==> src/rtl/ula_serial_controle_if.sv <==
// Request/result bundle for the bit-serial ALU.
// The requester drives the start strobe, operands and operation select;
// the ALU returns busy/done status and the registered result flags.
interface ula_serial_controle_if #(
   parameter int LARGURA = 8
);
   logic               inicio;
   logic [LARGURA-1:0] entrada1;
   logic [LARGURA-1:0] entrada2;
   logic [1:0]         seletor;
   logic               ocupado;
   logic               pronto;
   logic [LARGURA-1:0] saida;
   logic               carry_out;
   logic               zero;

   // Requester side.
   modport master (
      output inicio, entrada1, entrada2, seletor,
      input  ocupado, pronto, saida, carry_out, zero
   );

   // ALU side.
   modport slave (
      input  inicio, entrada1, entrada2, seletor,
      output ocupado, pronto, saida, carry_out, zero
   );
endinterface

==> src/rtl/ula_serial_controle.sv <==
// Bit-serial ALU: add, subtract, AND and OR processed one bit per clock,
// LSB first. Operands are latched when a request is accepted in the idle
// state; the published result only changes on the commit edge, so callers
// never observe a partially built word.
module ula_serial_controle #(
   parameter int LARGURA = 8
) (
   input logic                 clock,
   input logic                 reset,
   ula_serial_controle_if.slave bus
);

   // One extra index value marks the commit step after the last bit.
   localparam int IDX_W = $clog2(LARGURA + 1);
   localparam logic [IDX_W-1:0] IDX_COMMIT = IDX_W'(LARGURA);

   localparam logic [1:0] SEL_SOMA = 2'b00;
   localparam logic [1:0] SEL_SUB  = 2'b01;
   localparam logic [1:0] SEL_AND  = 2'b10;
   localparam logic [1:0] SEL_OR   = 2'b11;

   typedef enum logic [1:0] {
      OCIOSO  = 2'd0,
      CALCULA = 2'd1,
      CONCLUI = 2'd2
   } estado_t;

   estado_t            state_reg, state_next;
   logic [LARGURA-1:0] a_reg, a_next;
   logic [LARGURA-1:0] b_reg, b_next;
   logic [1:0]         sel_reg, sel_next;
   logic [IDX_W-1:0]   idx_reg, idx_next;
   logic               carry_reg, carry_next;
   logic [LARGURA-1:0] acc_reg, acc_next;
   logic [LARGURA-1:0] saida_reg, saida_next;
   logic               carry_out_reg, carry_out_next;
   logic               zero_reg, zero_next;

   // Per-bit datapath signals for the current index.
   logic bit_a;
   logic bit_b;
   logic bit_res;
   logic carry_bit;

   // Select the operand bit pair at the current index and evaluate one bit slice.
   always_comb begin
      bit_a     = 1'b0;
      bit_b     = 1'b0;
      bit_res   = 1'b0;
      carry_bit = carry_reg;
      for (int i = 0; i < LARGURA; i++) begin
         if (idx_reg == IDX_W'(i)) begin
            bit_a = a_reg[i];
            bit_b = b_reg[i];
         end
      end
      // Subtraction is A + ~B + 1: invert B here, the +1 comes from the carry seed.
      if (sel_reg == SEL_SUB) begin
         bit_b = ~bit_b;
      end
      case (sel_reg)
         SEL_SOMA, SEL_SUB: begin
            bit_res   = bit_a ^ bit_b ^ carry_reg;
            carry_bit = (bit_a & bit_b) | (bit_a & carry_reg) | (bit_b & carry_reg);
         end
         SEL_AND: bit_res = bit_a & bit_b;
         SEL_OR:  bit_res = bit_a | bit_b;
         default: bit_res = 1'b0;
      endcase
   end

   // Next-state logic: request acceptance, serial bit steps and result commit.
   always_comb begin
      state_next     = state_reg;
      a_next         = a_reg;
      b_next         = b_reg;
      sel_next       = sel_reg;
      idx_next       = idx_reg;
      carry_next     = carry_reg;
      acc_next       = acc_reg;
      saida_next     = saida_reg;
      carry_out_next = carry_out_reg;
      zero_next      = zero_reg;

      case (state_reg)
         OCIOSO: begin
            if (bus.inicio) begin
               a_next     = bus.entrada1;
               b_next     = bus.entrada2;
               sel_next   = bus.seletor;
               idx_next   = '0;
               carry_next = (bus.seletor == SEL_SUB);
               acc_next   = '0;
               state_next = CALCULA;
            end
         end

         CALCULA: begin
            if (idx_reg == IDX_COMMIT) begin
               // All bits done: publish the word and its flags together.
               saida_next     = acc_reg;
               carry_out_next = ((sel_reg == SEL_SOMA) || (sel_reg == SEL_SUB)) ? carry_reg : 1'b0;
               zero_next      = (acc_reg == '0);
               state_next     = CONCLUI;
            end else begin
               for (int i = 0; i < LARGURA; i++) begin
                  if (idx_reg == IDX_W'(i)) begin
                     acc_next[i] = bit_res;
                  end
               end
               carry_next = carry_bit;
               idx_next   = idx_reg + IDX_W'(1);
            end
         end

         CONCLUI: begin
            // Requests seen here are dropped; a new start must be held in OCIOSO.
            state_next = OCIOSO;
         end

         default: begin
            state_next = OCIOSO;
         end
      endcase
   end

   // State and datapath registers with synchronous reset.
   always_ff @(posedge clock) begin
      if (reset) begin
         state_reg     <= OCIOSO;
         a_reg         <= '0;
         b_reg         <= '0;
         sel_reg       <= SEL_SOMA;
         idx_reg       <= '0;
         carry_reg     <= 1'b0;
         acc_reg       <= '0;
         saida_reg     <= '0;
         carry_out_reg <= 1'b0;
         zero_reg      <= 1'b1;
      end else begin
         state_reg     <= state_next;
         a_reg         <= a_next;
         b_reg         <= b_next;
         sel_reg       <= sel_next;
         idx_reg       <= idx_next;
         carry_reg     <= carry_next;
         acc_reg       <= acc_next;
         saida_reg     <= saida_next;
         carry_out_reg <= carry_out_next;
         zero_reg      <= zero_next;
      end
   end

   assign bus.ocupado   = (state_reg != OCIOSO);
   assign bus.pronto    = (state_reg == CONCLUI);
   assign bus.saida     = saida_reg;
   assign bus.carry_out = carry_out_reg;
   assign bus.zero      = zero_reg;

endmodule

==> src/flat_wrapper.sv <==
// flat-port wrapper written by rule: the top's interface ports become plain ports
module ula_serial_controle_flat 
#(
   parameter int LARGURA = 8
)
  (clock, reset, bus_inicio, bus_entrada1, bus_entrada2, bus_seletor, bus_ocupado, bus_pronto, bus_saida, bus_carry_out, bus_zero);
  ula_serial_controle_if #(.LARGURA(LARGURA)) bus_i ();
  input logic clock;
  input logic reset;
  input wire logic [$bits(bus_i.inicio)-1:0] bus_inicio;
  input wire logic [$bits(bus_i.entrada1)-1:0] bus_entrada1;
  input wire logic [$bits(bus_i.entrada2)-1:0] bus_entrada2;
  input wire logic [$bits(bus_i.seletor)-1:0] bus_seletor;
  output wire logic [$bits(bus_i.ocupado)-1:0] bus_ocupado;
  output wire logic [$bits(bus_i.pronto)-1:0] bus_pronto;
  output wire logic [$bits(bus_i.saida)-1:0] bus_saida;
  output wire logic [$bits(bus_i.carry_out)-1:0] bus_carry_out;
  output wire logic [$bits(bus_i.zero)-1:0] bus_zero;
  assign bus_i.inicio = bus_inicio;
  assign bus_i.entrada1 = bus_entrada1;
  assign bus_i.entrada2 = bus_entrada2;
  assign bus_i.seletor = bus_seletor;
  assign bus_ocupado = bus_i.ocupado;
  assign bus_pronto = bus_i.pronto;
  assign bus_saida = bus_i.saida;
  assign bus_carry_out = bus_i.carry_out;
  assign bus_zero = bus_i.zero;
  ula_serial_controle #(.LARGURA(LARGURA)) u_core (.clock(clock), .reset(reset), .bus(bus_i));
endmodule
==> config.mk <==
export PLATFORM = sky130hd
export DESIGN_NAME = ula_serial_controle_flat
export DESIGN_NICKNAME = d
export VERILOG_FILES = /design/src/rtl/ula_serial_controle_if.sv /design/src/rtl/ula_serial_controle.sv /design/src/flat_wrapper.sv
export SDC_FILE = /design/constraint.sdc
export NUM_CORES = 1
export LEC_CHECK = 0
export CORE_ASPECT_RATIO = 2
export CORE_UTILIZATION = 55
export CTS_CLUSTER_SIZE = 12
export DETAILED_ROUTE_END_ITERATION = 7
export GPL_ROUTABILITY_DRIVEN = 0
export PLACE_DENSITY_LB_ADDON = 0.3
export SLEW_MARGIN = 20
export SYNTH_ARGS = -nofsm -noshare
export SYNTH_HDL_FRONTEND = slang
export SYNTH_SLANG_ARGS = --single-unit
==> constraint.sdc <==
create_clock -name clock -period 4.16 [get_ports clock]
set_input_delay 0.832 -clock clock [delete_from_list [all_inputs] [get_ports clock]]
set_output_delay 0.832 -clock clock [all_outputs]
set_load 0.01 [all_outputs]
=== Word-level counts from Yosys, hierarchy flattened ===
Cells that the tools add are included.

* Flip-flop bits (word level): 43
* Bits of input ports: 21
* Output and inout port bits: 12
* Logic and storage cells: 114

* Add/sub/neg operators: 1
* Eq/ne operators: 26
* Mux-type cells: 40
* Bitwise logic cells: 9
* Reductions and logical operators: 21

{| class="wikitable"
|+ Operator list
! cell !! count
|-
| $reduce_and 4->1 || 9
|-
| $mux 1 || 29
|-
| $ne 2x1->1 const B || 9
|-
| $eq 4x3->1 const B || 4
|-
| $mux 8 || 2
|-
| $pmux 8 s2 || 1
|-
| $eq 4x2->1 const B || 2
|-
| $logic_not 8->1 || 1
|-
| $mux 4 || 2
|-
| $pmux 4 s2 || 1
|-
| $eq 2x1->1 const B || 3
|-
| $eq 2x2->1 const B || 3
|-
| $ne 2x2->1 const B || 3
|-
| $reduce_and 2->1 || 3
|-
| $add 4x1->4 const B || 1
|-
| $eq 4x1->1 const B || 1
|-
| $eq 4x4->1 const B || 1
|-
| $logic_not 2->1 || 2
|-
| $logic_not 4->1 || 1
|-
| $mux 2 || 2
|-
| $pmux 2 s2 || 1
|-
| $reduce_bool 2->1 || 2
|-
| $and 1x1->1 || 3
|-
| $or 1x1->1 || 3
|-
| other kinds (7) || 8
|}

=== Longest topological paths before layout ===
* Depth after elaboration: 17
* Depth in mapped cells: 14
* Depth with buffers taken out: 13

=== Worst setup path before layout ===
Ideal clock, no wire load.

* Kind: register to register
* Start point: register u_core.idx_reg[0]
* End point: register u_core.acc_reg[0]
* Library setup time: 128 ps
* Arrival time: 2359 ps
* Required time: 4032 ps
* Path slack: 1673 ps
* Cell stages (with the launch flop): 14
* Buffers on the path: 1
* Period minus slack after synthesis: 2487 ps
* Cell sequence: dfxtp_1 -> inv_1 -> ha_1 -> clkbuf_2 -> a21oi_1 -> o21ai_0 -> o2111ai_1 -> o311ai_2 -> xor2_1 -> fa_1 -> o21ai_1 -> a21oi_4 -> mux2i_1 -> nor2_1

* Cells in the longest elaborated chain, start to end: 17

{| class="wikitable"
|+ RTL lines
! item !! RTL line !! source
|-
| start, declared || ula_serial_controle.sv:32 || <nowiki>logic [IDX_W-1:0] idx_reg, idx_next;</nowiki>
|-
| start signal, assigned || ula_serial_controle.sv:145 || <nowiki>idx_reg <= idx_next;</nowiki>
|-
| $logic_not 4->1 || ula_serial_controle.sv:52, ula_serial_controle.sv:107 ||
|-
| $mux 1 (8 in a row) || ula_serial_controle.sv:52 || <nowiki>if (idx_reg == IDX_W'(i)) begin</nowiki>
|-
| $not 1->1 || ula_serial_controle.sv:59 || <nowiki>bit_b = ~bit_b;</nowiki>
|-
| $mux 1 || ula_serial_controle.sv:58 || <nowiki>if (sel_reg == SEL_SUB) begin</nowiki>
|-
| $xor 1x1->1 (2 in a row) || ula_serial_controle.sv:63 || <nowiki>bit_res = bit_a ^ bit_b ^ carry_reg;</nowiki>
|-
| $pmux 1 s3 || ula_serial_controle.sv:61 || <nowiki>case (sel_reg)</nowiki>
|-
| $mux 1 || ula_serial_controle.sv:107 || <nowiki>if (idx_reg == IDX_W'(i)) begin</nowiki>
|-
| $mux 8 || ula_serial_controle.sv:99 || <nowiki>if (idx_reg == IDX_COMMIT) begin</nowiki>
|-
| $pmux 8 s2 || ula_serial_controle.sv:85 || <nowiki>case (state_reg)</nowiki>
|-
| end signal, assigned || ula_serial_controle.sv:147 || <nowiki>acc_reg <= acc_next;</nowiki>
|-
| end, declared || ula_serial_controle.sv:34 || <nowiki>logic [LARGURA-1:0] acc_reg, acc_next;</nowiki>
|}

Parallel ways exist; a longest one is shown, timed or not. The select of a mux whose other input is x is not followed.
A chain may end at the register's enable or synchronous reset.

=== Worst setup path in the final report ===
* Start point: register u_core.idx_reg[0]
* End point: register u_core.acc_reg[6]

* Cells in the longest elaborated chain, start to end: 17

{| class="wikitable"
|+ RTL lines
! item !! RTL line
|-
| $logic_not 4->1 || ula_serial_controle.sv:52
|-
| $mux 1 (8 in a row) || ula_serial_controle.sv:52
|-
| $not 1->1 || ula_serial_controle.sv:59
|-
| $mux 1 || ula_serial_controle.sv:58
|-
| $xor 1x1->1 (2 in a row) || ula_serial_controle.sv:63
|-
| $pmux 1 s3 || ula_serial_controle.sv:61
|-
| $mux 1 || ula_serial_controle.sv:107
|-
| $mux 8 || ula_serial_controle.sv:99
|-
| $pmux 8 s2 || ula_serial_controle.sv:85
|}

Parallel ways exist; a longest one is shown, timed or not. The select of a mux whose other input is x is not followed.

==> impl_metrics.tcl <==
set metrics [dict create \
    fmax_mhz 357 \
    ys.flop_type "dfxtp_1" \
    arrival_ns 2.96 \
    grt_overflow 0 \
    worstPathRequired_ns 4.32 \
    synth_seq_cells 43 \
    cp-end-kind "flop" \
    syn_area_um2 2070 \
    portBuffers 32 \
    vias 1732 \
    synth_cell_types 40 \
    die_x_um 45.4 \
    core_um2 3610 \
    cp_num_buf_inv 1 \
    hold_violations 0 \
    cts_setup_buffers 0 \
    drtAntennaViolNets 0 \
    drv_cap 0 \
    slew_violations 0 \
    status "complete, no violations" \
    detail_route.wirelength_um 4360 \
    dieArea_um2 4030 \
    yosys.area.top_type "dfxtp_1" \
    grt_max_degree 30 \
    insertedDiodeCount 0 \
    cp-start-kind "flop" \
    hold_buffers 0 \
    clockBufferDepth 2 \
    yosysMostFrequentCell "nand2_1" \
    syn_nets 277 \
    drtIter0Drc 25 \
    setup_violations 0 \
    drive_gt1_frac 0.0879 \
    wl_per_cell_um 13.5 \
    yosys_warnings 0 \
    slowest_delay_ns 0.46 \
    synth-seq-area-share 0.416 \
    rows 31 \
    drc 0 \
    post-route-min-period_ns 2.80 \
    area_growth_pct 17.5 \
    finClkSkew_ns 0.00568 \
    netlist_instances 249 \
    synth_edf_count 0 \
    crit_slowest_cell "fa_1" \
    dp_hpwl_um 3150 \
    track_usage 0.242 \
    via_per_inst 5.38 \
    cellLeakagePower_nw 0.889 \
    avgSynthCellArea_um2 8.32 \
    yosysTopAreaCellShare 0.416 \
    drtPass1Iterations 4 \
    antenna_found_initial 0 \
    slew_headroom 0.513 \
    crit_chain "inv_1 -> ha_1 -> a21oi_1 -> o21ai_0 -> o2111ai_1 -> o311ai_2 -> xor2_1 -> fa_1 -> o21ai_1 -> a21oi_4 -> mux2i_1 -> nor2_1" \
    vdd_drop_max_v 0.000252 \
    hp-class "flop to flop" \
    cts_root_buf "clkbuf_8" \
    tightest_slew_ns 0.728 \
    clkTransAtPathRegs_ns 0.08 \
    path_delay_family "compound AO/OA/AOI/OAI gates" \
    pre_cts_ws_ns 1.37 \
    p_per_area_nw_per_um2 337 \
    synth-async-reset-ratio 0 \
    nNetsFinal 300 \
    io_pins 33 \
    synth.area.top_cells "dfxtp_1 42%, nand2_1 12%, a21oi_1 8.2%, mux2i_1 4.8%, ha_1 3.6%" \
    grt_pass1_wl_um 7070 \
    cts_tree "done" \
    synthTopCellsByCount "67 x nand2_1, 43 x dfxtp_1, 34 x a21oi_1, 16 x nor2_1, 10 x mux2i_1" \
    start_util 0.574 \
    setup_tns_ns 0 \
    layout_setup_ws_ns 1.36 \
    h-tree-depth 2 \
    cts_buffers 5 \
    path_class "flop to flop" \
    cts_resized 0 \
    clock_latency_ns 0.30 \
    clock_sinks 43 \
    rsz0062_at_grt "false" \
    path_max_fanout 8 \
    fin_crit_sh 0.673 \
    die_y_um 88.8 \
    grt_pass1_vias 1632 \
]
## final timing paths
| kind | start | end | slack [ns] | cells after the start |
|---|---|---|---|---|
| hold reg to reg | u_core.a_reg[2]$_SDFFE_PP0P_ | u_core.a_reg[2]$_SDFFE_PP0P_ | 0.46 | 2 |
| hold / removal | u_core.a_reg[2]$_SDFFE_PP0P_ | u_core.a_reg[2]$_SDFFE_PP0P_ | 0.46 | 2 |
| setup reg to reg | u_core.idx_reg[0]$_SDFFE_PP0P_ | u_core.acc_reg[6]$_SDFFE_PP0P_ | 1.36 | 12 |
| setup / recovery | u_core.idx_reg[0]$_SDFFE_PP0P_ | u_core.acc_reg[6]$_SDFFE_PP0P_ | 1.36 | 12 |
## cells in the final DEF, fill, tap and decap left out, types with 2 or more instances in the layout
master           instances
nor2_2                   2
and2b_1                  2
ha_1                     6
nor3_1                   3
a21oi_1                 34
xor2_1                   2
o211ai_1                 2
xnor2_1                  3
nand3b_1                 3
mux2i_1                 10
o21ai_1                  2
nand2_1                 67
clkdlybuf4s50_1         32
clkbuf_8                 5
inv_1                    5
o21ai_0                  5
nand3_1                  2
dfxtp_1                 43
clkbuf_1                 2
nor2_1                  16
a21oi_2                  8
nor4_1                   2
## logic make-up (layout without fill, tap and decap cells)
kind of cell	Yosys count	after routing	share of synthesized area
buffers and inverters	22	46	0.0610
AND/OR/NAND/NOR	105	105	0.234
adder cells (fa/ha/maj)	7	7	0.0459
flip-flops	43	43	0.416
AO/OA/AOI/OAI	57	57	0.173
XOR/XNOR	5	5	0.0212
multiplexers	10	10	0.0483
## worst min-delay path, delay by kind of cell, from the launching register on
family | cells | cell delay, ns
flip-flops | 1 | 0.31
AND/OR/NAND/NOR | 1 | 0.05
AO/OA/AOI/OAI | 1 | 0.05
## metal layers
layer	track usage	vias to the layer above	part of all wire
met5	0	-	0
met4	0.124	0	0.030
met3	0.0490	12	0.020
met2	0.439	29	0.56
met1	0.247	820	0.39
li1	-	871	-
## power breakdown
group          internal [mW]  total [mW]  switching (mW)
combinational         0.0541       0.119          0.0654
clock                  0.118       0.258           0.140
sequential             0.428       0.442          0.0137
total                  0.600       0.819           0.219
## cell type report
class / instances / area [µm²]
Fill cell: 339 / 1170
Clock buffer: 7 / 76.3
Multi-Input combinational cell: 184 / 1080
Clock inverter: 1 / 5.00
Timing Repair Buffer: 33 / 328
Sequential cell: 43 / 861
Tap cell: 49 / 61.3
Inverter: 5 / 18.8
## metrics by stage
step / total power [mW] / hold WS (ns) / cell area [µm²] / instances / utilization
finish: 0.819 / 0.459 / 2430 / 322 / 0.675
global route: 0.857 / 0.477 / 2430 / 322 / 0.675
CTS: 0.826 / 0.462 / 2430 / 322 / 0.675
detailed placement: 0.571 / 0.449 / 2350 / 314 / 0.652
global placement: 0.568 / 0.443 / 2350 / 314 / 0.652
floorplan: 0.536 / 0.436 / 2070 / 249 / -
No activity file was read; power rests on OpenSTA's default activity.
